==> src/rtl/fetch_stage.sv <==
// fetch_stage: instruction-fetch stage of the RV32i pipeline.
//
// This stage holds the program counter, which also drives the instruction
// memory address. A direct-mapped branch target buffer (BTB) predicts the
// next PC. Each BTB entry has a valid bit, a tag, a 32-bit target and a
// 2-bit saturating counter. The execute stage trains the BTB with resolved
// branches and corrects fetch with a redirect when a prediction was wrong.
//
// Ports:
//   CLK              clock; all state updates on the rising edge
//   RST              synchronous active-high reset
//   Stall_En         hold the PC (hazard stall)
//   Redirect_En      load Redirect_PC into the PC (wins over Stall_En)
//   Redirect_PC      corrected next PC from execute
//   Update_En        train the BTB with a resolved branch or JAL
//   Update_PC        PC of the resolved branch
//   Update_Target    resolved branch target
//   Update_Taken     actual branch outcome
//   PC_F             current fetch PC (imem address)
//   PC_Plus_4_F      PC_F + 4, wrapping modulo 2^32
//   Predict_Taken_F  BTB predicts taken for PC_F
module fetch_stage #(
  parameter logic [31:0] RESET_PC    = 32'h0000_0000,
  parameter int unsigned BTB_ENTRIES = 16
) (
  input  logic        CLK,
  input  logic        RST,
  input  logic        Stall_En,
  input  logic        Redirect_En,
  input  logic [31:0] Redirect_PC,
  input  logic        Update_En,
  input  logic [31:0] Update_PC,
  input  logic [31:0] Update_Target,
  input  logic        Update_Taken,
  output logic [31:0] PC_F,
  output logic [31:0] PC_Plus_4_F,
  output logic        Predict_Taken_F
);

  localparam int unsigned IB    = $clog2(BTB_ENTRIES);
  localparam int unsigned TAG_W = 30 - IB;

  logic [31:0]      pc_q, pc_d;

  logic             valid_q  [BTB_ENTRIES];
  logic             valid_d  [BTB_ENTRIES];
  logic [TAG_W-1:0] tag_q    [BTB_ENTRIES];
  logic [TAG_W-1:0] tag_d    [BTB_ENTRIES];
  logic [31:0]      target_q [BTB_ENTRIES];
  logic [31:0]      target_d [BTB_ENTRIES];
  logic [1:0]       ctr_q    [BTB_ENTRIES];
  logic [1:0]       ctr_d    [BTB_ENTRIES];

  logic [IB-1:0]    look_idx;
  logic [TAG_W-1:0] look_tag;
  logic             look_hit;
  logic [31:0]      pc_plus_4;
  logic [31:0]      pred_pc;

  logic [IB-1:0]    upd_idx;
  logic [TAG_W-1:0] upd_tag;
  logic             upd_hit;

  // The byte-offset bits of the update PC never take part in indexing.
  logic             unused_upd_bits;
  assign unused_upd_bits = ^Update_PC[1:0];

  // Lookup path: read-before-write, so a same-cycle update to this index
  // only becomes visible on the next cycle.
  assign look_idx  = pc_q[IB+1:2];
  assign look_tag  = pc_q[31:IB+2];
  assign look_hit  = valid_q[look_idx] && (tag_q[look_idx] == look_tag);
  assign pc_plus_4 = pc_q + 32'd4;

  assign PC_F            = pc_q;
  assign PC_Plus_4_F     = pc_plus_4;
  assign Predict_Taken_F = look_hit && ctr_q[look_idx][1] && !RST;
  assign pred_pc         = Predict_Taken_F ? target_q[look_idx] : pc_plus_4;

  // Next PC: a redirect from execute wins over a stall, because execute has
  // already flushed the younger instructions the stall was protecting.
  always_comb begin
    pc_d = pred_pc;
    if (Redirect_En) begin
      pc_d = Redirect_PC;
    end else if (Stall_En) begin
      pc_d = pc_q;
    end
  end

  assign upd_idx = Update_PC[IB+1:2];
  assign upd_tag = Update_PC[31:IB+2];
  assign upd_hit = valid_q[upd_idx] && (tag_q[upd_idx] == upd_tag);

  // BTB training. Training ignores stall and redirect so that no resolved
  // branch is ever lost. A taken miss allocates the slot and evicts any
  // aliasing entry. A not-taken miss leaves the table unchanged.
  always_comb begin
    valid_d  = valid_q;
    tag_d    = tag_q;
    target_d = target_q;
    ctr_d    = ctr_q;
    if (Update_En) begin
      if (upd_hit) begin
        if (Update_Taken) begin
          if (ctr_q[upd_idx] != 2'b11) begin
            ctr_d[upd_idx] = ctr_q[upd_idx] + 2'd1;
          end
          target_d[upd_idx] = Update_Target;
        end else if (ctr_q[upd_idx] != 2'b00) begin
          ctr_d[upd_idx] = ctr_q[upd_idx] - 2'd1;
        end
      end else if (Update_Taken) begin
        valid_d[upd_idx]  = 1'b1;
        tag_d[upd_idx]    = upd_tag;
        target_d[upd_idx] = Update_Target;
        ctr_d[upd_idx]    = 2'b10;
      end
    end
  end

  // Reset discards any redirect or update that arrives in the same cycle.
  // Counters restart weakly not-taken.
  always_ff @(posedge CLK) begin
    if (RST) begin
      pc_q <= RESET_PC;
      for (int i = 0; i < BTB_ENTRIES; i++) begin
        valid_q[i] <= 1'b0;
        ctr_q[i]   <= 2'b01;
      end
    end else begin
      pc_q    <= pc_d;
      valid_q <= valid_d;
      ctr_q   <= ctr_d;
    end
  end

  // Tags and targets need no reset, because a cleared valid bit masks them.
  always_ff @(posedge CLK) begin
    if (!RST) begin
      tag_q    <= tag_d;
      target_q <= target_d;
    end
  end

endmodule
==> config.mk <==
export PLATFORM = sky130hd
export DESIGN_NAME = fetch_stage
export DESIGN_NICKNAME = d
export VERILOG_FILES = /design/src/rtl/fetch_stage.sv
export SDC_FILE = /design/constraint.sdc
export NUM_CORES = 1
export LEC_CHECK = 0
export CAP_MARGIN = 20
export CORE_MARGIN = 5
export CORE_UTILIZATION = 25
export DETAILED_ROUTE_END_ITERATION = 8
export GPL_TIMING_DRIVEN = 0
export SYNTH_ARGS = -nofsm -noshare
export SYNTH_HDL_FRONTEND = slang
export SYNTH_SLANG_ARGS = --single-unit
==> constraint.sdc <==
create_clock -name CLK -period 6.2 [get_ports CLK]
set_input_delay 1.24 -clock CLK [delete_from_list [all_inputs] [get_ports CLK]]
set_output_delay 1.24 -clock CLK [all_outputs]
set_load 0.005 [all_outputs]
==> results of run 1 <==
## per-stage QoR
step / std cells / util [%] / instance area [um2] / power, mW / TNS (ps)
after floorplan: 2445 / - / 45000 / 8.51 / 0
after global placement: 4957 / 27.7 / 49500 / 9.29 / -2526450
after detailed placement: 5015 / 28.5 / 50900 / 9.33 / -629290
after CTS: 5206 / 30.5 / 54500 / 15.4 / -691
after global routing: 5215 / 30.7 / 54800 / 15.8 / -21.1
final: 5218 / 30.7 / 54800 / 15.4 / -6470
## layout by cell type (no fill, tap or decap), drive strengths merged, types with 12 or more instances in the layout
cell and n:
and3 13, mux2i 150, dfxtp 80, o22ai 19, inv 43, nor3b 21
a32oi 23, mux4 366, nand4 17, bufinv 12, nand3 41, nand2b 13
o21ai 44, nand2 75, buf 161, edfxtp 928, o221ai 12, clkdlybuf4s50 156
a21oi 34, a211oi 14, xor2 30, clkinv 45, xnor2 38, o32ai 15
clkbuf 195, nor2 92, nor3 20, o2bb2ai 16, a22oi 18
## critical path: cells and delay by family
| kind | cells | cell delay, ps |
|---|---|---|
| buffers and inverters | 7 | 2660 |
| AND/OR/NAND/NOR | 6 | 1870 |
| AO/OA/AOI/OAI | 3 | 990 |
## cell type report
class                      count  area share [%]
sequential                  1008            53.8
multi-input combinational   1230            27.4
tap                         2355            5.38
clock inverter                67            1.30
antenna                        5          0.0228
buffer                       168            2.01
clock buffer                 116            4.56
inverter                      38           0.279
timing repair buffer         231            5.29
## worst max-delay path by stage
stage | from | endpoint | slack [ps] | cells after the start
finish | Update_PC[3] | tag_q[182] | -170 | 16
global route | PC_F[2] | Predict_Taken_F | -20 | 13
detailed placement | Update_PC[3] | tag_q[120] | -1670 | 15
floorplan | Update_PC[4] | target_q[448] | 820 | 8
CTS | PC_F[3] | Predict_Taken_F | -310 | 13
global placement | Update_PC[3] | tag_q[156] | -3960 | 14
## registers in the layout (all words and copies together), names as in the netlist
name / count
PC_F: 32
ctr_q: 32
tag_q: 416
target_q: 512
valid_q: 16
## per-layer routing
layer	track usage [%]	share of wire (%)	wire, um
met3	4.37	10	16800
met5	0	0.057	95
met1	21.3	36	60000
met4	8.77	6.1	10300
met2	28.5	48	80300
## repair_timing
| item | CTS | global route |
|---|---|---|
| setup endpoints to repair | 456 | 187 |
| pin swaps | 5 | 7 |
| endpoints found under the hold margin | 0 | 0 |
| gates resized for setup | 74 | 72 |
| setup buffers | 9 | 6 |
## cell families after synthesis
| family | after synthesis |
|---|---|
| adders and majority gates | 3 |
| xor gates and xnor gates | 68 |
| AOI/OAI and AO/OA | 275 |
| DFF | 1008 |
| and+or+nand+nor | 361 |
| muxes | 523 |
| buffers and inverters | 207 |
## report_power, final
group	total (mW)	internal, mW	switching [mW]
Clock	6.15	3.41	2.74
Sequential	7.53	7.48	0.0548
Combinational	1.74	0.696	1.05
Total	15.4	11.6	3.84
==> reports/qor.txt, run 1 <==
outcome: finished, violations left
failing checks: setup timing
DR iter-0 viols: 3803
PD cells: 281 nW/um2
# IOs: 167
xor/xnor cell area share of the yosys netlist: 1.32%
r2r startpoint: tag_q[138]
required time of the worst setup path: 6650 ps
drt pass-1 iters: 7
Final Hold Fails: 0
CP peak stage delay: 850 ps
Hold Path Sink: valid_q[13]
Multi-input gate area: 15000 um2
Root Buffer: clkbuf_16
min-delay src: valid_q[13]
Post-synth top cells: edfxtp_1, mux4_2, mux2i_1, nor2_1, dfxtp_1
Mean Syn Cell Area: 18.4 um2
gr usage total: 17.4%
f_max: 157 MHz
hold crit path type: reg -> reg
Syn. warnings: 0
Worst EP arrival: 6820 ps
Unique masters post-synth: 86
WL per Instance: 32.1 um
critical path class: in -> reg
largest net degree at the start of global routing: 23
row count: 155
Synth area leader: edfxtp_1
Setup WS post-layout: -167 ps
most frequent cell after synthesis: edfxtp_1
Reg2Reg Setup Slack: 1320 ps
FF/Latch Area: 29500 um2
CTS tree: built
initial antenna violation count: 33
routability congestion estimate: 0.952
Slew Viols, Final: 0
Slew headroom: 25.7%
Setup Skew: 36.1 ps
ys flop type: edfxtp_1
Area Growth Syn to Fin: 21.9%
ANT nets after route: 0
final worst-path cycle share: 103%
Netlist Area Pre-Place: 45000 um2
H-tree Lvls: 3
Synth Area in Adders: 0.0835%
crit end category: register
Max IR drop VDD: 0.251 mV
Num CTS Buffers: 97
FILL cells: 17270
clk slew on worst S/H paths: 70 ps
worst skew pair latency: 720 ps
Max Buffers Root-to-Sink: 3
hold depth: 1
endpoints failing setup: 119
core area: 179000 um2
DIE AREA: 188000 um2
CP max FO: 11
Tmin final: 6370 ps
Place WS: -1670 ps
number of global-route vias before repair: 27277
Mapped Cells: 2445
DRT Wirelength: 167000 um
Lkg Pwr: 16.8 nW
ys async rst share: 0%
RSZ-0062 raised after global routing: yes
Clock Sinks: 1008
vias per inst: 5.34
via count: 27844
Die Width: 434 um
top post-synthesis cells by area: edfxtp_1, mux4_2, dfxtp_1, mux2i_1, nor2_1
compound-gate portion of the synthesized area: 4.56%
Residual DRC: 0
Worst Max-Slew Pin Slew: 1120 ps
critical path, cell by cell: clkdlybuf4s50_1 > buf_2 > nor2b_1 > clkdlybuf4s15_1 > a22oi_1 > nand2_1 > o211ai_1 > a222oi_1 > nand4_2 > or3_4 > buf_6 > buf_6 > nand2_2 > nor2_4 > buf_16 > buf_16
flops & latches, synth: 1008
Hold-fix buffers, CTS: 0
layout cells sized above 1: 27.5%
Setup crit start kind: input pin
post-synth top area share: 62.0%
largest family of logic cells by synthesized area: multiplexers
max-capacitance violation count: 0
HPWL Detailed: 118000 um
port bufs: 157
r2r endpoint: tag_q[182]
multiplexer share of the synthesized area: 21.9%
global route overflow: 0
first-pass GRT wire length: 228000 um
Die Y: 434 um
Nets: 2879
simple logic cell fraction of the synthesized area: 4.35%
sequential share of the synthesized area: 65.6%
EDFF count, synth: 928
syn nets: 2550
initial core utilization: 25.2%
R2R cell count: 12
CP max-delay cell: clkdlybuf4s15_1
worst hold margin: 495 ps
No activity file was read; power rests on OpenSTA's default activity.
==> run 2, diff against run 1 <==
--- a/config.mk
+++ b/config.mk
@@ -10,6 +10,7 @@
 export CORE_UTILIZATION = 25
 export DETAILED_ROUTE_END_ITERATION = 8
 export GPL_TIMING_DRIVEN = 0
+export HOLD_SLACK_MARGIN = 0.15
 export SYNTH_ARGS = -nofsm -noshare
 export SYNTH_HDL_FRONTEND = slang
 export SYNTH_SLANG_ARGS = --single-unit
==> results of run 2 <==
Same layout as run 1: the final DEF is identical, and so are final timing and power.
